`src/rtl/bootram_arbiter.sv`:
```
// Arbitrates the four 2Kx8 boot-RAM byte lanes between the CPU word port and the UART loader
// byte port, sequencing each access as grant -> RAM access -> response capture.
module bootram_arbiter #(
  parameter int unsigned AW       = 11,
  parameter bit          WP_RESET = 1'b1
) (
  input  logic          clk,
  input  logic          reset,
  input  logic          cpu_valid,
  input  logic [AW+1:0] cpu_addr,
  input  logic [3:0]    cpu_wstrb,
  input  logic [31:0]   cpu_wdata,
  output logic [31:0]   cpu_rdata,
  output logic          cpu_ready,
  input  logic          ldr_valid,
  input  logic [AW+1:0] ldr_addr,
  input  logic          ldr_we,
  input  logic [7:0]    ldr_wdata,
  output logic [7:0]    ldr_rdata,
  output logic          ldr_ready,
  input  logic          wp_set,
  input  logic          wp_clr,
  output logic          wp,
  output logic [3:0]    ram_ce,
  output logic          ram_oce,
  output logic          ram_wre,
  output logic [AW-1:0] ram_ad,
  output logic [31:0]   ram_din,
  input  logic [31:0]   ram_dout
);

  typedef enum logic [1:0] {StIdle, StAccess, StResp} state_e;

  state_e        state_q, state_d;
  logic [3:0]    ce_q, ce_d;
  logic          wre_q, wre_d;
  logic [AW-1:0] ad_q, ad_d;
  logic [31:0]   din_q, din_d;
  logic          cpu_ready_q, cpu_ready_d;
  logic          ldr_ready_q, ldr_ready_d;
  logic [31:0]   cpu_rdata_q, cpu_rdata_d;
  logic [7:0]    ldr_rdata_q, ldr_rdata_d;
  logic          wp_q, wp_d;
  logic          last_ldr_q, last_ldr_d;
  logic          gnt_ldr_q, gnt_ldr_d;
  logic [1:0]    lane_q, lane_d;

  logic cpu_req, ldr_req, pick_ldr;

  // Word port ignores the byte offset; lanes are selected by strobes instead.
  logic unused_cpu_addr;
  assign unused_cpu_addr = ^cpu_addr[1:0];

  // A requester whose ready is high this cycle is still holding valid from the finished access.
  assign cpu_req  = cpu_valid & ~cpu_ready_q;
  assign ldr_req  = ldr_valid & ~ldr_ready_q;
  assign pick_ldr = ldr_req & (~cpu_req | ~last_ldr_q);

  always_comb begin
    state_d     = state_q;
    ce_d        = ce_q;
    wre_d       = wre_q;
    ad_d        = ad_q;
    din_d       = din_q;
    cpu_ready_d = 1'b0;
    ldr_ready_d = 1'b0;
    cpu_rdata_d = cpu_rdata_q;
    ldr_rdata_d = ldr_rdata_q;
    last_ldr_d  = last_ldr_q;
    gnt_ldr_d   = gnt_ldr_q;
    lane_d      = lane_q;
    wp_d        = wp_clr ? 1'b0 : (wp_set ? 1'b1 : wp_q);

    unique case (state_q)
      StIdle: begin
        ce_d  = 4'b0000;
        wre_d = 1'b0;
        if (cpu_req || ldr_req) begin
          state_d    = StAccess;
          gnt_ldr_d  = pick_ldr;
          last_ldr_d = pick_ldr;
          if (pick_ldr) begin
            ad_d   = ldr_addr[AW+1:2];
            lane_d = ldr_addr[1:0];
            ce_d   = 4'b0001 << ldr_addr[1:0];
            wre_d  = ldr_we;
            din_d  = {4{ldr_wdata}};
          end else begin
            ad_d  = cpu_addr[AW+1:2];
            din_d = cpu_wdata;
            if (cpu_wstrb == 4'b0000) begin
              ce_d  = 4'b1111;
              wre_d = 1'b0;
            end else if (wp_q) begin
              // Protected write: no lane enabled, handshake still completes.
              ce_d  = 4'b0000;
              wre_d = 1'b0;
            end else begin
              ce_d  = cpu_wstrb;
              wre_d = 1'b1;
            end
          end
        end
      end
      StAccess: begin
        ce_d    = 4'b0000;
        wre_d   = 1'b0;
        state_d = StResp;
      end
      StResp: begin
        state_d = StIdle;
        if (gnt_ldr_q) begin
          ldr_ready_d = 1'b1;
          ldr_rdata_d = ram_dout[{lane_q, 3'b000} +: 8];
        end else begin
          cpu_ready_d = 1'b1;
          cpu_rdata_d = ram_dout;
        end
      end
      default: state_d = StIdle;
    endcase
  end

  always_ff @(posedge clk or posedge reset) begin
    if (reset) begin
      state_q     <= StIdle;
      ce_q        <= 4'b0000;
      wre_q       <= 1'b0;
      ad_q        <= '0;
      din_q       <= '0;
      cpu_ready_q <= 1'b0;
      ldr_ready_q <= 1'b0;
      cpu_rdata_q <= '0;
      ldr_rdata_q <= '0;
      wp_q        <= WP_RESET;
      last_ldr_q  <= 1'b0;
      gnt_ldr_q   <= 1'b0;
      lane_q      <= 2'b00;
    end else begin
      state_q     <= state_d;
      ce_q        <= ce_d;
      wre_q       <= wre_d;
      ad_q        <= ad_d;
      din_q       <= din_d;
      cpu_ready_q <= cpu_ready_d;
      ldr_ready_q <= ldr_ready_d;
      cpu_rdata_q <= cpu_rdata_d;
      ldr_rdata_q <= ldr_rdata_d;
      wp_q        <= wp_d;
      last_ldr_q  <= last_ldr_d;
      gnt_ldr_q   <= gnt_ldr_d;
      lane_q      <= lane_d;
    end
  end

  assign ram_ce    = ce_q;
  assign ram_oce   = 1'b1;
  assign ram_wre   = wre_q;
  assign ram_ad    = ad_q;
  assign ram_din   = din_q;
  assign cpu_ready = cpu_ready_q;
  assign ldr_ready = ldr_ready_q;
  assign cpu_rdata = cpu_rdata_q;
  assign ldr_rdata = ldr_rdata_q;
  assign wp        = wp_q;

endmodule

```
`config.mk`:
```
export PLATFORM = sky130hd
export DESIGN_NAME = bootram_arbiter
export DESIGN_NICKNAME = d
export VERILOG_FILES = /design/src/rtl/bootram_arbiter.sv
export SDC_FILE = /design/constraint.sdc
export NUM_CORES = 1
export LEC_CHECK = 0
export BUFFER_PORTS_ARGS = -buffer_cell sky130_fd_sc_hd__buf_2
export CAP_MARGIN = 20
export CORE_ASPECT_RATIO = 0.7
export CORE_MARGIN = 2
export CORE_UTILIZATION = 51
export CTS_CLUSTER_DIAMETER = 100
export DETAILED_ROUTE_END_ITERATION = 10
export HOLD_SLACK_MARGIN = 0.05
export MAX_ROUTING_LAYER = met4
export PLACE_DENSITY = 0.86
export SYNTH_ARGS = -nofsm -noshare
export SYNTH_HDL_FRONTEND = slang
export SYNTH_SLANG_ARGS = --single-unit
```
`constraint.sdc`:
```
create_clock -name clk -period 7.7 [get_ports clk]
set_input_delay 1.54 -clock clk [delete_from_list [all_inputs] [get_ports clk]]
set_output_delay 1.54 -clock clk [all_outputs]
set_load 0.005 [all_outputs]
```
# Word level (Yosys, flattened, before mapping)
# Cells that the tools add are included.
# totals
regBits	96
inputBits	109
out_inout_bits	92
wordCells	54
# classes
eq_ne	3
n_shift	2
mux	20
bitwise	8
reduce_logical	9
# op_table
cell	count
$mux W32	1
$shiftx A32 B6 Y8	1
$mux W4	4
$mux W11	1
$mux W1	10
$pmux W4 S2	1
$reduce_and A2 Y1	3
$logic_not A4 Y1	1
$not A1 Y1	4
$pmux W2 S2	1
$reduce_bool A2 Y1	2
$shl A1 B2 Y4 const A	1
$and A1 B1 Y1	3
$reduce_and A3 Y1	1
$eq A2 B1 Y1 const B	1
$eq A2 B2 Y1 const B	1
$logic_not A2 Y1	1
$mux W2	1
$ne A2 B2 Y1 const B	1
$pmux W1 S2	1
$logic_or A1 B1 Y1	1
$or A1 B1 Y1	1

# Longest topological paths before layout
# depth
depth_word	8
ltp_mapped	6
mapped_depth_nobuf	4

# Least setup slack after synthesis
# OpenSTA, ideal clock, no wires.
# synth_timing
kind	input-to-reg
start	in ldr_valid
end	reg wre_q (netlist: ram_wre)
setup_time_ns	0.110
t_arrival_ns	2.383
required_time_ns	7.590
setup_slack_ns	5.206
cell_stages	5
path_buffers	2
path_cell_list	nand2b_2 > buf_4 > buf_2 > o41a_1 > o41ai_1
# synth_between
elab_chain_len	5
elab_cells_between_ends	6
classes_between	3 x mux; 2 x bitwise; 1 x reduce/logical
# synth_lines
item	line_no	text
start, declared	15	input logic ldr_valid,
$and A1 B1 Y1 *	56	assign ldr_req = ldr_valid & ~ldr_ready_q;
$and A1 B1 Y1	57	assign pick_ldr = ldr_req & (~cpu_req | ~last_ldr_q);
$mux W1	82	if (pick_ldr) begin
$mux W1 *	78	if (cpu_req || ldr_req) begin
$pmux W1 S2 *	74	unique case (state_q)
end signal, assigned	142	wre_q <= wre_d;
end, declared	36	logic wre_q, wre_d;
# Mark *: on every way between the ends. The rest lies on a longest branch, timed or not.
# A chain may end at the register's enable or synchronous reset.

# Worst setup path after layout
# layout_timing
start	in ldr_valid
end	reg din_q[16] (netlist: ram_din[16])
# layout_between
elab_chain_len	3
elab_cells_between_ends	5
classes_between	1 x mux; 2 x bitwise; 2 x reduce/logical
# layout_lines
item	line_no	text
$and A1 B1 Y1 *	56	
$and A1 B1 Y1 / $logic_or A1 B1 Y1 (equally long branches)	57, 78	
$mux W32 / $reduce_and A2 Y1 (equally long branches)	--	
end signal, assigned	144	din_q <= din_d;
end, declared	38	logic [31:0] din_q, din_d;
# Marks and branches as above.

==> run summary <==
status - finished, final reports clean
ANT nets after route - 0
Max VDD drop - 0.000252 V
top cells by area, synth - dfrtp_1 53%, mux2_2 10%, a2bb2oi_1 8.4%
Max-slew headroom - 0.335
# fillers - 664
Die Height - 82.6 um
vias in the first global route - 3589
initial antenna violation count - 0
# port buffers - 197
Die Width - 116 um
WP data required - 7.90 ns
first-pass iteration count of the detailed router - 4
sequential area share after synthesis - 0.533
post-synth top area share - 0.528
Final period util - 0.450
final setup violation count - 0
CTS tree - yes
RSZ-0062 raised after global routing - no
hold-fix buffers at CTS - 0
critical-path maximum fanout - 70
worst slew pin tran - 0.998 ns
first-pass GRT wire length - 18500 um
Power Density - 414 nW/um^2
drt wl/cell - 18.7 um
grt ovf - 0
crit path launch type - input port
worst-skew pair later-pin latency - 0.33 ns
gr usage total - 0.261
# IOs - 201
Synth Cell Area - 4510 sq um
CTS max path bufs - 2
fin cells - 653
Std-Cell Rows - 28
via count - 3734
GPL Wtd Cong - 0.818
Layout area overhead - 29.0%
Avg Cell Area, Syn - 12.9 sq um
Clock Tree Root - clkbuf_16
maxcap violations - 0
Cells on Worst Hold Path - 2
Via-to-Cell Ratio - 5.72
final worst path period need - 3.47 ns
post-layout util - 0.683
post-synthesis net count - 457
Worst Skew - 0.00772 ns
share of cells above drive strength 1 - 0.529
final non-filler cell area - 5810 sq um
critical path arrival - 3.66 ns
number of diodes - 0
CTS buffer count - 9
DR iter-0 viols - 216
Sink Count - 96
static leakage - 2.74 nW
DP HPWL - 8470 um
Placed Area - 5500 sq um
Final Max Tran Viols - 0
core footprint - 8510 sq um
dpl cells - 636
drt drc - 0
CTS resizes - 0
H-tree depth - 3
FF+latch count, synth - 96
Crit. End Element - flop
critical path class - in2reg
depth of the most critical reg-to-reg path - 5
multi-input logic area - 1900 sq um
largest net degree at the start of global routing - 71
NumNets Final - 637
Final Hold Viols - 0
dominant cell type by area after synthesis - dfrtp_1
Fin Setup TNS - 0 ns
Initial Util - 0.529
Gate Count Post-Synth - 348
Cell variety after synth - 34
Reg clk slew, reported paths - 0.07 ns
setup bufs post-CTS - 0
register area - 2400 sq um
maximum achievable frequency - 289 MHz
Post-Route WL - 12200 um
worst hold margin - 0.482 ns
full die area - 9610 sq um
Ys Warns - 0
HP Class - reg2reg
==> per-layer routing <==
metal	GRT usage	share of wire	vias up
met1	0.351	0.46	1889
met2	0.410	0.48	138
met4	0.0810	0.0089	0
li1	-	-	1699
met5	-	0	-
met3	0.0445	0.053	8
==> cell type report <==
| cell class | count | area share |
|---|---|---|
| flip-flops and latches | 96 | 0.414 |
| multi-input cells | 213 | 0.327 |
| repair buffers | 202 | 0.177 |
| clock buffers | 11 | 0.0418 |
| well taps | 120 | 0.0258 |
| clock inverters | 5 | 0.00969 |
| inverters | 6 | 0.00452 |
==> power breakdown <==
group | leakage (nW) | total [mW] | internal, mW | switching (mW)
sequential | 1.12 | 0.928 | 0.757 | 0.171
combinational | 1.48 | 1.03 | 0.564 | 0.466
clock | 0.145 | 0.448 | 0.260 | 0.188
==> synthesized netlist by cell type <==
library cell,number
dfrtp_1,95
a2bb2oi_1,43
mux2_2,40
o21ai_0,38
and3b_1,20
clkbuf_1,17
a221oi_1,15
a221oi_2,8
buf_2,8
mux4_2,8
o21ai_1,6
buf_6,5
inv_1,5
nand2_1,5
nor2_1,4
nor2b_1,4
o31ai_1,4
buf_4,3
nor3_1,3
mux2_4,2
nand3b_1,2
a211oi_1,1
a21o_1,1
clkinv_2,1
conb_1,1
dfstp_2,1
nand2b_1,1
nand2b_2,1
nor3b_2,1
nor4_1,1
o41a_1,1
o41ai_1,1
or2_4,1
or3_4,1
==> cells by family after synthesis <==
logic type      after synthesis  share of synthesized area
buf+inv                      39                     0.0458
simple gates                 44                     0.0705
mux                          50                      0.147
flops                        96                      0.533
compound gates              118                      0.203
other cells                   1                   0.000832
==> placed cells by master, fill, tap and decap left out, types with 2 or more instances in the layout <==
master and n:
o21ai_1 6, nor3_1 3, clkbuf_16 9, and3b_1 20
o21ai_0 38, a221oi_2 8, nand3b_1 2, a2bb2oi_1 43
dfrtp_1 95, mux2_4 2, buf_4 4, o31ai_1 4
clkinv_2 3, nand2_1 5, a221oi_1 15, inv_1 4
nor2b_1 4, mux2_2 40, mux4_2 8, buf_2 197
nor2_1 4
==> through the flow <==
| stage | setup slack [ns] | power, mW |
|---|---|---|
| finish | 4.23 | 2.41 |
| global route | 4.09 | 2.55 |
| CTS | 4.29 | 2.42 |
| detailed placement | 3.93 | 1.96 |
| global placement | 4.00 | 1.91 |
| floorplan | 3.66 | 1.57 |
==> critical path: stages <==
cell and delay, ns:
buf_2 0.21, nand2b_2 0.10, buf_4 0.56, a21o_1 0.31
clkinv_2 0.54, a2bb2oi_1 0.32
==> registers in the layout (all words and copies together), names as in the netlist <==
| name | flops |
|---|---|
| cpu_rdata | 32 |
| cpu_ready | 1 |
| gnt_ldr_q | 1 |
| lane_q | 2 |
| ldr_rdata | 8 |
| ldr_ready | 1 |
| ram_ad | 11 |
| ram_ce | 4 |
| ram_din | 32 |
| ram_wre | 1 |
| state_q | 2 |
| wp | 1 |
==> path summary, 6_finish.rpt <==
kind | start | endpoint | slack [ns]
setup / recovery | ldr_valid | ram_din[16] | 4.23
min in group asynchronous | reset | ram_din[27] | 1.22
hold / removal | ram_ce[3] | ram_ce[3] | 0.48
max in group asynchronous | reset | cpu_rdata[14] | 5.34
hold reg to reg | ram_ce[3] | ram_ce[3] | 0.48
setup reg to reg | ldr_ready | ram_din[16] | 4.83
(Power assumes the default switching activity.)
